===== src/rtl/cnn_pkg.sv =====
// cnn_pkg: shared pooling-mode encodings, default sample width and pooled-dimension helper
package cnn_pkg;
    localparam logic POOL_MAX = 1'b0;
    localparam logic POOL_AVG = 1'b1;
    localparam int DEF_DATA_W = 12;
    function automatic int pooled_dim(input int w);
        return w / 2;
    endfunction
endpackage


===== src/rtl/pool_relu_stream_if.sv =====
// pool_relu_stream_if: pixel stream into and pooled stream out of the pool/ReLU stage
//   valid_in/in_data/pool_mode : upstream conv stage -> pool stage
//   out_data/valid_out/frame_done : pool stage -> downstream stage (always accepts)
interface pool_relu_stream_if import cnn_pkg::*; #(
    parameter int DATA_W = DEF_DATA_W,
    parameter int NUM_CH = 3
);
    logic                     valid_in;
    logic [NUM_CH*DATA_W-1:0] in_data;
    logic                     pool_mode;
    logic [NUM_CH*DATA_W-1:0] out_data;
    logic                     valid_out;
    logic                     frame_done;
    modport master (output valid_in, in_data, pool_mode, input out_data, valid_out, frame_done);
    modport slave (input valid_in, in_data, pool_mode, output out_data, valid_out, frame_done);
endinterface


===== src/rtl/pool_lane.sv =====
// pool_lane: one channel of 2x2 pooling -- horizontal pair, line buffer, vertical combine, ReLU
//   clk  : rising-edge clock
//   hold : capture x as the left sample of a horizontal pair (even column)
//   we   : store the horizontal result in the line buffer (even row, odd column)
//   mode : 0 = max, 1 = average
//   widx : line-buffer entry (col >> 1)
//   x    : signed input sample
//   r    : combinational pooled result, valid on an odd-row/odd-column input
module pool_lane import cnn_pkg::*; #(
    parameter int DATA_W  = DEF_DATA_W,
    parameter int DEPTH   = 12,
    parameter int IW      = 4,
    parameter int RELU_EN = 1
) (
    input  logic              clk,
    input  logic              hold,
    input  logic              we,
    input  logic              mode,
    input  logic [IW-1:0]     widx,
    input  logic [DATA_W-1:0] x,
    output logic [DATA_W-1:0] r
);
    logic signed [DATA_W-1:0] xs, h_reg_q, h_reg_d;
    logic signed [DATA_W:0]   h, b, pmax;
    logic signed [DATA_W+1:0] sum;
    logic        [DATA_W-1:0] r_pre;
    logic signed [DATA_W:0]   lb_q [DEPTH];

    always_comb begin
        xs      = x;
        h_reg_d = hold ? xs : h_reg_q;
        h       = (mode == POOL_AVG) ? (DATA_W+1)'(h_reg_q) + (DATA_W+1)'(xs)
                                     : (h_reg_q > xs ? (DATA_W+1)'(h_reg_q) : (DATA_W+1)'(xs));
        b       = lb_q[widx];
        sum     = (DATA_W+2)'(b) + (DATA_W+2)'(h);
        pmax    = (b > h) ? b : h;
        // Arithmetic shift floors toward -inf; the quarter of a 4-sample sum always fits DATA_W.
        r_pre   = (mode == POOL_AVG) ? DATA_W'(sum >>> 2) : DATA_W'(pmax);
        r       = (RELU_EN != 0 && r_pre[DATA_W-1]) ? '0 : r_pre;
    end

    // Line-buffer entries are always written on the even row before the odd row reads them.
    always_ff @(posedge clk) begin
        h_reg_q <= h_reg_d;
        if (we) lb_q[widx] <= h;
    end
endmodule


===== src/rtl/pool_relu_stream.sv =====
// pool_relu_stream: 2x2/stride-2 max/avg pooling with optional ReLU over NUM_CH lockstep channels
//   clk, rst : rising-edge clock, synchronous active-high reset
//   bus      : slave side of pool_relu_stream_if (raster pixel stream in, pooled stream out)
module pool_relu_stream import cnn_pkg::*; #(
    parameter int DATA_W  = DEF_DATA_W,
    parameter int NUM_CH  = 3,
    parameter int IN_W    = 24,
    parameter int IN_H    = 24,
    parameter int RELU_EN = 1
) (
    input logic               clk,
    input logic               rst,
    pool_relu_stream_if.slave bus
);
    localparam int CW = $clog2(IN_W);
    localparam int RW = $clog2(IN_H);

    logic [CW-1:0]            col_q, col_d;
    logic [RW-1:0]            row_q, row_d;
    logic                     mode_q, mode_d;
    logic [NUM_CH*DATA_W-1:0] out_q, out_d, r_all;
    logic                     valid_q, valid_d, done_q, done_d;
    logic                     last_col, last_row, fire;

    always_comb begin
        last_col = col_q == CW'(IN_W - 1);
        last_row = row_q == RW'(IN_H - 1);
        fire     = bus.valid_in && col_q[0] && row_q[0];
        col_d    = bus.valid_in ? (last_col ? '0 : col_q + 1'b1) : col_q;
        row_d    = (bus.valid_in && last_col) ? (last_row ? '0 : row_q + 1'b1) : row_q;
        // Mode is latched only at the first pixel so a frame is pooled uniformly.
        mode_d   = (bus.valid_in && col_q == '0 && row_q == '0) ? bus.pool_mode : mode_q;
        out_d    = fire ? r_all : out_q;
        valid_d  = fire;
        done_d   = fire && last_col && last_row;
    end

    always_ff @(posedge clk) begin
        if (rst) begin
            col_q   <= '0;
            row_q   <= '0;
            mode_q  <= POOL_MAX;
            out_q   <= '0;
            valid_q <= 1'b0;
            done_q  <= 1'b0;
        end else begin
            col_q   <= col_d;
            row_q   <= row_d;
            mode_q  <= mode_d;
            out_q   <= out_d;
            valid_q <= valid_d;
            done_q  <= done_d;
        end
    end

    for (genvar g = 0; g < NUM_CH; g++) begin : g_lane
        pool_lane #(
            .DATA_W (DATA_W),
            .DEPTH  (pooled_dim(IN_W)),
            .IW     (CW - 1),
            .RELU_EN(RELU_EN)
        ) u_lane (
            .clk (clk),
            .hold(bus.valid_in && !col_q[0]),
            .we  (bus.valid_in && col_q[0] && !row_q[0]),
            .mode(mode_q),
            .widx(col_q[CW-1:1]),
            .x   (bus.in_data[g*DATA_W +: DATA_W]),
            .r   (r_all[g*DATA_W +: DATA_W])
        );
    end

    assign bus.out_data   = out_q;
    assign bus.valid_out  = valid_q;
    assign bus.frame_done = done_q;
endmodule


===== src/flat_wrapper.sv =====
// flat-port wrapper written by rule: the top's interface ports become plain ports
module pool_relu_stream_flat import cnn_pkg::*;
#(
    parameter int DATA_W  = DEF_DATA_W,
    parameter int NUM_CH  = 3,
    parameter int IN_W    = 24,
    parameter int IN_H    = 24,
    parameter int RELU_EN = 1
)
  (clk, rst, bus_valid_in, bus_in_data, bus_pool_mode, bus_out_data, bus_valid_out, bus_frame_done);
  pool_relu_stream_if #(.DATA_W(DATA_W), .NUM_CH(NUM_CH)) bus_i ();
  input logic clk;
  input logic rst;
  input wire logic [$bits(bus_i.valid_in)-1:0] bus_valid_in;
  input wire logic [$bits(bus_i.in_data)-1:0] bus_in_data;
  input wire logic [$bits(bus_i.pool_mode)-1:0] bus_pool_mode;
  output wire logic [$bits(bus_i.out_data)-1:0] bus_out_data;
  output wire logic [$bits(bus_i.valid_out)-1:0] bus_valid_out;
  output wire logic [$bits(bus_i.frame_done)-1:0] bus_frame_done;
  assign bus_i.valid_in = bus_valid_in;
  assign bus_i.in_data = bus_in_data;
  assign bus_i.pool_mode = bus_pool_mode;
  assign bus_out_data = bus_i.out_data;
  assign bus_valid_out = bus_i.valid_out;
  assign bus_frame_done = bus_i.frame_done;
  pool_relu_stream #(.DATA_W(DATA_W), .NUM_CH(NUM_CH), .IN_W(IN_W), .IN_H(IN_H), .RELU_EN(RELU_EN)) u_core (.clk(clk), .rst(rst), .bus(bus_i));
endmodule

===== config.mk =====
export PLATFORM = sky130hd
export DESIGN_NAME = pool_relu_stream_flat
export DESIGN_NICKNAME = d
export VERILOG_FILES = /design/src/rtl/cnn_pkg.sv /design/src/rtl/pool_relu_stream_if.sv /design/src/rtl/pool_lane.sv /design/src/rtl/pool_relu_stream.sv /design/src/flat_wrapper.sv
export SDC_FILE = /design/constraint.sdc
export NUM_CORES = 1
export LEC_CHECK = 0
export CAP_MARGIN = 5
export CORE_UTILIZATION = 35
export CTS_CLUSTER_DIAMETER = 100
export DETAILED_ROUTE_END_ITERATION = 10
export GPL_TIMING_DRIVEN = 0
export PLACE_DENSITY_LB_ADDON = 0.1
export SYNTH_ARGS = -nofsm -noshare
export SYNTH_HDL_FRONTEND = slang
export SYNTH_SLANG_ARGS = --single-unit
export TNS_END_PERCENT = 10

===== constraint.sdc =====
create_clock -name clk -period 6.4 [get_ports clk]
set_input_delay 1.92 -clock clk [delete_from_list [all_inputs] [get_ports clk]]
set_output_delay 1.92 -clock clk [all_outputs]
set_load 0.005 [all_outputs]

==> impl_metrics.env, run 1 <==
export IMPL_core_sq_um=76200
export IMPL_antenna_left=0
export IMPL_slowest_delay_ps=580
export IMPL_maxCapViolations=0
export IMPL_die_w_um=280
export IMPL_die_area_sq_um=78400
export IMPL_crit_fanout=14
export IMPL_start_kind="input port"
export IMPL_ys_ff_latch=554
export IMPL_gr_total_overflow=0
export IMPL_drc_errors=0
export IMPL_fmax_mhz=160
export IMPL_setup_viol=0
export IMPL_crit_top_cell="a211oi_1"
export IMPL_vias_per_cell=5.24
export IMPL_drive_gt1_share_pct=21.2
export IMPL_status="finished, final reports clean"
export IMPL_cp_end_kind="flip-flop"
export IMPL_vias=16400
export IMPL_synth_area_leaders="edfxtp_1, mux4_2, ha_1, dfxtp_1, mux2i_1"
export IMPL_syn_to_final_growth_pct=18.8
export IMPL_track_usage_pct=18.7
export IMPL_ir_drop_v=0.000224
export IMPL_grt_pass1_vias=16600
export IMPL_async_reset_ff_share_pct=0
export IMPL_io_pins=78
export IMPL_synth_distinct_cells=81
export IMPL_cts_tree="built"
export IMPL_path_clk_slew_ps=60
export IMPL_clock_latency_ps=640
export IMPL_drv_slew=0
export IMPL_insertedDiodeCount=0
export IMPL_cts_buffers=57
export IMPL_cp_required_ps=6910
export IMPL_rsz0062_at_grt="true"
export IMPL_root_buffer="clkbuf_16"
export IMPL_yosysWarnings=0
export IMPL_slowest_stage="clkdlybuf4s50_1"
export IMPL_clock_skew_ps=44.1
export IMPL_wl_per_cell_um=23.3
export IMPL_place_gp_congestion=0.844
export IMPL_clock_path_buffers=3
export IMPL_clock_sinks=554
export IMPL_grt_start_max_net_pins=25
export IMPL_htree_levels=2
export IMPL_min_period_ps=6250
export IMPL_min_path_type="reg -> reg"
export IMPL_crit_chain="clkdlybuf4s50_1 > inv_1 > ha_2 > nand4_1 > a211o_1 > a31oi_2 > buf_6 > mux2i_2 > mux2i_4 > ha_1 > nor2b_1 > o311ai_2 > a211oi_1 > o21ai_2 > a211oi_1 > o31a_1 > a22oi_2 > buf_4 > o21ai_0"
export IMPL_worstPathBufferInverterCount=4
export IMPL_dpl_hpwl_um=52700
export IMPL_antenna_found_initial=1
export IMPL_rows=101
export IMPL_worstMarginPinSlew_ps=1280
export IMPL_drtIter0Drc=1232
export IMPL_fin_crit_sh_pct=97.6
export IMPL_final_hold_violation_count=0
export IMPL_avgSynthCellArea_sq_um=14.5
export IMPL_ys_seq_area_share_pct=59.7
export IMPL_synth_flop_cell="edfxtp_1"
export IMPL_yosys_area_top_type="edfxtp_1"
export IMPL_initial_core_util_pct=35.5
export IMPL_p_total_mw=9.09
export IMPL_synth_edff_count=504
export IMPL_slew_headroom_pct=13.5
export IMPL_post_route_util_pct=42.2
export IMPL_die_h_um=280
export IMPL_totalWireLength_um=72800
export IMPL_dr_pass1_iters=5
export IMPL_leakage_nw=11.0
export IMPL_synthCells=1861
export IMPL_cts_hold_buf=0
export IMPL_nets=2246
export IMPL_yosysTopAreaCellShare_pct=56.0
export IMPL_grt_pass1_wl_um=108000
export IMPL_numPortBuffers=73
export IMPL_cp_arrival_ps=6760
export IMPL_worstSetupPathType="in -> reg"
export IMPL_crit_family="compound AO/OA/AOI/OAI gates"
export IMPL_power_density_nw_per_um2=283
export IMPL_synth_area_sq_um=27000
-- metrics by stage --
step	setup TNS (ps)	setup WS, ps	std cells	hold WS, ps	instance area [sq um]
CTS	-10.0	-5.56	3107	465	31700
global placement	-849310	-5710	2966	448	29100
finish	0	152	3122	462	32100
global route	-103	-19.7	3122	498	32100
detailed placement	-51930	-1840	3003	454	29600
floorplan	-28960	-247	1863	442	27000
-- cell families after synthesis --
group / synth area share, %
buf+inv: 2.84
fa+ha+maj: 7.35
other cells: 0.0139
simple gates: 6.52
flops: 59.7
xor+xnor: 1.81
mux: 13.9
compound gates: 7.85
-- cells in the mapped netlist, drive strengths merged, types with 12 or more instances --
| library cell | instances |
|---|---|
| mux2 | 29 |
| nand4 | 19 |
| mux2i | 80 |
| a21oi | 82 |
| nor3 | 27 |
| buf | 40 |
| nor2b | 16 |
| mux4 | 117 |
| o21bai | 12 |
| a21o | 20 |
| xor2 | 12 |
| dfxtp | 50 |
| nor2 | 98 |
| edfxtp | 504 |
| nand3 | 13 |
| clkbuf | 40 |
| ha | 154 |
| inv | 102 |
| nand2 | 118 |
| o21ai | 85 |
| xnor2 | 44 |
| nand2b | 25 |
| o31ai | 15 |
-- registers in the layout, summed over array words and instances, names as in the netlist, named ones only --
register	cells
u_core.row_q	5
u_core.g_lane.u_lane.h_reg_q	36
u_core.bus.frame_done	1
u_core.col_q	5
u_core.bus.out_data	33
u_core.g_lane.u_lane.lb_q	468
u_core.bus.valid_out	1
u_core.mode_q	1
-- routing by layer --
metal | track usage, % | share of wire [%] | up-vias
li1 | - | - | 7547
met1 | 26.9 | 47 | 8387
met2 | 30.0 | 47 | 345
met3 | 2.11 | 4.0 | 84
met4 | 4.62 | 2.2 | 0
met5 | 0 | 0 | -
-- placed cells by master (no fill, tap or decap), types with 8 or more instances in the layout --
cell             netlist  routed
buf_4                 12      55
o31ai_2                9      10
nand2b_1              25      25
xor2_1                12      12
inv_1                 98      91
clkinv_2               0      12
mux4_2               117     117
o221ai_1               8       8
clkdlybuf4s50_1        0      59
nor3_1                26      26
o211ai_1               8       8
ha_1                 154     137
nand3_1               13      12
a21o_1                20      20
nand4_1               19      19
o21ai_0               79      69
clkbuf_1              40      37
xnor2_1               44      44
a32o_1                10      10
nand2_1              117     116
dfxtp_1               50      50
dlymetal6s2s_1         0      13
o21ai_1                6      12
edfxtp_1             504     504
a21oi_1               81      73
nor2_1                98      85
o22ai_1               10      10
nor2_4                 0      10
mux2i_1               80      63
clkinv_1               0      14
buf_1                 11      11
o21bai_1              12      12
buf_2                 14      15
clkbuf_16              0      58
mux2i_2                0      11
mux2_2                28      26
nor2b_1               16      16
ha_2                   0      15
buf_12                 0      12
or3_1                  8       8
-- worst register-to-register path: stages, from the launching register on --
cell and delay, ps:
dfxtp_1 300, clkbuf_1 510, clkbuf_1 470, buf_1 470, clkbuf_1 930, mux2i_2 750
ha_1 260, a21oi_1 60, o31ai_1 330, a311oi_2 120, or3_1 390, a221o_1 300
o221a_2 140, buf_6 160, o31ai_2 210
-- worst paths after layout --
path / from / endpoint / slack (ps) / depth (start not counted)
setup / recovery: bus_in_data[33] / u_core.bus.out_data[24] / 150 / 19
hold / removal: u_core.bus.out_data[3] / u_core.bus.out_data[3] / 460 / 2
setup reg to reg: u_core.mode_q / u_core.bus.out_data[10] / 920 / 14
hold reg to reg: u_core.bus.out_data[3] / u_core.bus.out_data[3] / 460 / 2
-- cell type report --
cell class / instances / area [sq um]
Timing Repair Buffer: 129 / 1400
Inverter: 102 / 399
Multi-Input combinational cell: 1127 / 10600
Tap cell: 1030 / 1290
Fill cell: 6997 / 44100
Buffer: 78 / 410
Clock inverter: 40 / 392
Sequential cell: 554 / 16100
Clock buffer: 62 / 1470
-- power by group --
| group | total (mW) | switching (mW) | internal (mW) | leakage [nW] |
|---|---|---|---|---|
| sequential | 4.12 | 0.0193 | 4.10 | 4.96 |
| clock | 3.34 | 1.45 | 1.90 | 0.907 |
| combinational | 1.63 | 1.00 | 0.630 | 5.14 |
-- timing repair --
action,CTS,global route
gates resized for setup,64,81
buffers inserted,4,11
hold endpoints to repair,0,0
endpoints found under the setup margin,33,33
pin swaps,4,19
No activity file was read; power rests on OpenSTA's default activity.
==> inputs of run 2 (changes only) <==
--- a/config.mk
+++ b/config.mk
@@ -5,7 +5,7 @@
 export SDC_FILE = /design/constraint.sdc
 export NUM_CORES = 1
 export LEC_CHECK = 0
-export CAP_MARGIN = 5
+export CORE_MARGIN = 2
 export CORE_UTILIZATION = 35
 export CTS_CLUSTER_DIAMETER = 100
 export DETAILED_ROUTE_END_ITERATION = 10
==> constraint.sdc (replaced) <==
create_clock -name clk -period 6 [get_ports clk]
set_input_delay 1.8 -clock clk [delete_from_list [all_inputs] [get_ports clk]]
set_output_delay 1.8 -clock clk [all_outputs]
set_load 0.005 [all_outputs]
==> impl_metrics.env, run 2 (same netlist as run 1, synthesis figures left out) <==
export IMPL_clock_skew_ps=35.5
export IMPL_maxCapViolations=0
export IMPL_root_buffer="clkbuf_16"
export IMPL_grt_start_max_net_pins=24
export IMPL_cts_hold_buf=0
export IMPL_htree_levels=2
export IMPL_ir_drop_v=0.000235
export IMPL_grt_pass1_vias=16800
export IMPL_rows=101
export IMPL_top_register="u_core.g_lane.u_lane.lb_q"
export IMPL_cp_required_ps=6540
export IMPL_antenna_left=0
export IMPL_slowest_stage="mux2i_1"
export IMPL_slew_headroom_pct=7.27
export IMPL_io_pins=78
export IMPL_nets=2272
export IMPL_clock_sinks=554
export IMPL_status="finished, final reports clean"
export IMPL_numPortBuffers=73
export IMPL_gr_total_overflow=0
export IMPL_vias=16500
export IMPL_dpl_hpwl_um=52500
export IMPL_die_h_um=282
export IMPL_post_route_util_pct=43.2
export IMPL_min_period_ps=5850
export IMPL_crit_top_cell="buf_4"
export IMPL_min_path_type="reg -> reg"
export IMPL_slowest_delay_ps=470
export IMPL_clock_latency_ps=640
export IMPL_totalWireLength_um=74000
export IMPL_met2_usage_pct=30.3
export IMPL_place_inst=3002
export IMPL_largest_register_ff_count=468
export IMPL_clock_path_buffers=3
export IMPL_core_sq_um=76200
export IMPL_antenna_found_initial=1
export IMPL_cts_tree="built"
export IMPL_setup_viol=0
export IMPL_worstMarginPinSlew_ps=1390
export IMPL_place_gp_congestion=0.853
export IMPL_cp_arrival_ps=6400
export IMPL_drtIter0Drc=1229
export IMPL_path_clk_slew_ps=60
export IMPL_cp_end_kind="flip-flop"
export IMPL_leakage_nw=11.3
export IMPL_rsz0062_at_grt="true"
export IMPL_crit_fanout=10
export IMPL_final_cell_mix="edfxtp_1, ha_1, mux4_2"
export IMPL_die_area_sq_um=79500
export IMPL_start_kind="input port"
export IMPL_drive_gt1_share_pct=24.4
export IMPL_use_met3_pct=2.75
export IMPL_final_hold_violation_count=0
export IMPL_drv_slew=0
export IMPL_die_w_um=282
export IMPL_initial_core_util_pct=35.5
export IMPL_top_usage_layer="met2"
export IMPL_track_usage_pct=18.6
export IMPL_vias_per_cell=5.22
export IMPL_fin_crit_sh_pct=97.6
export IMPL_power_density_nw_per_um2=302
export IMPL_worstSetupPathType="in -> reg"
export IMPL_grt_pass1_wl_um=109000
export IMPL_drc_errors=0
export IMPL_syn_to_final_growth_pct=21.7
export IMPL_wl_per_cell_um=23.5
export IMPL_layout_commonest_cell="edfxtp_1"
export IMPL_layout_cells_non_filler=3155
export IMPL_cts_buffers=59
export IMPL_crit_chain="clkdlybuf4s15_1 > inv_1 > ha_1 > buf_6 > and3_4 > nand4_1 > a21oi_2 > o311ai_4 > nand2_4 > mux2i_1 > mux2_2 > ha_1 > nand4_1 > buf_4 > o221ai_2 > a21o_1 > a211oi_2 > nor3_4 > buf_4 > buf_4 > a211o_1 > a221o_1 > o21ai_1"
export IMPL_dr_pass1_iters=5
export IMPL_fmax_mhz=171
export IMPL_met1_usage_pct=26.2
[run 2: cell types whose count changed in the layout (fill, tap and decap cells not counted), moves of 6 or more]
cell,delta
buf_4,+22
clkbuf_1,+10
clkbuf_2,+7
clkdlybuf4s50_1,-22
dlymetal6s2s_1,+14
ha_1,-13
ha_2,-6
ha_4,+19
mux2i_4,+7
[run 2: worst max-delay path, delay by kind of cell]
family | cells | cell delay, ps
AOI/OAI and AO/OA | 8 | 1690
buffers and inverters | 6 | 880
muxes | 2 | 730
and+or+nand+nor | 5 | 710
adders and majority gates | 2 | 570
[run 2: through the flow]
step / setup WS (ps) / total power [mW] / cell area (sq um) / setup TNS, ps / hold slack (ps)
6_report: 147 / 9.92 / 32900 / 0 / 464
5_1_grt: -30.2 / 10.3 / 32900 / -159 / 484
4_1_cts: -63.9 / 9.90 / 32200 / -778 / 464
3_5_place_dp: -2120 / 6.07 / 29600 / -68150 / 450
3_3_place_gp: -5950 / 6.05 / 29100 / -1003910 / 447
2_1_floorplan: -527 / 5.57 / 27000 / -62300 / 442
[run 2: path summary, 6_finish.rpt]
path	start	endpoint	slack, ps	depth (start not counted)
setup / recovery	bus_in_data[11]	u_core.bus.out_data[0]	150	23
hold / removal	u_core.bus.out_data[3]	u_core.bus.out_data[3]	460	2
setup reg to reg	u_core.mode_q	u_core.bus.out_data[34]	380	14
hold reg to reg	u_core.bus.out_data[3]	u_core.bus.out_data[3]	460	2
[run 2: repair_timing]
item | 4_1_cts | 5_1_grt
buffers inserted | 24 | 18
cloned | 1 | 0
pin swaps | 19 | 34
endpoints found under the setup margin | 33 | 33
resized for setup | 116 | 141
[run 2: where the power goes]
| group | total (mW) | internal (mW) | switching (mW) | leakage [nW] |
|---|---|---|---|---|
| clock | 3.66 | 2.11 | 1.56 | 0.937 |
| sequential | 4.39 | 4.37 | 0.0236 | 4.96 |
| combinational | 1.86 | 0.746 | 1.12 | 5.42 |
[run 2: cell type report]
cell class	count	area (sq um)
multi-input combinational	1127	11100
sequential	554	16100
clock inverter	32	344
clock buffer	78	1610
inverter	102	402
antenna	1	2.50
fill	6918	43300
buffer	78	432
tap	1030	1290
timing repair buffer	153	1560
[run 2: routing by layer]
layer | up-vias | routed length, um
li1 | 7590 | -
met1 | 8422 | 34200
met2 | 372 | 34900
met3 | 87 | 3500
met4 | 0 | 1440
met5 | - | 0
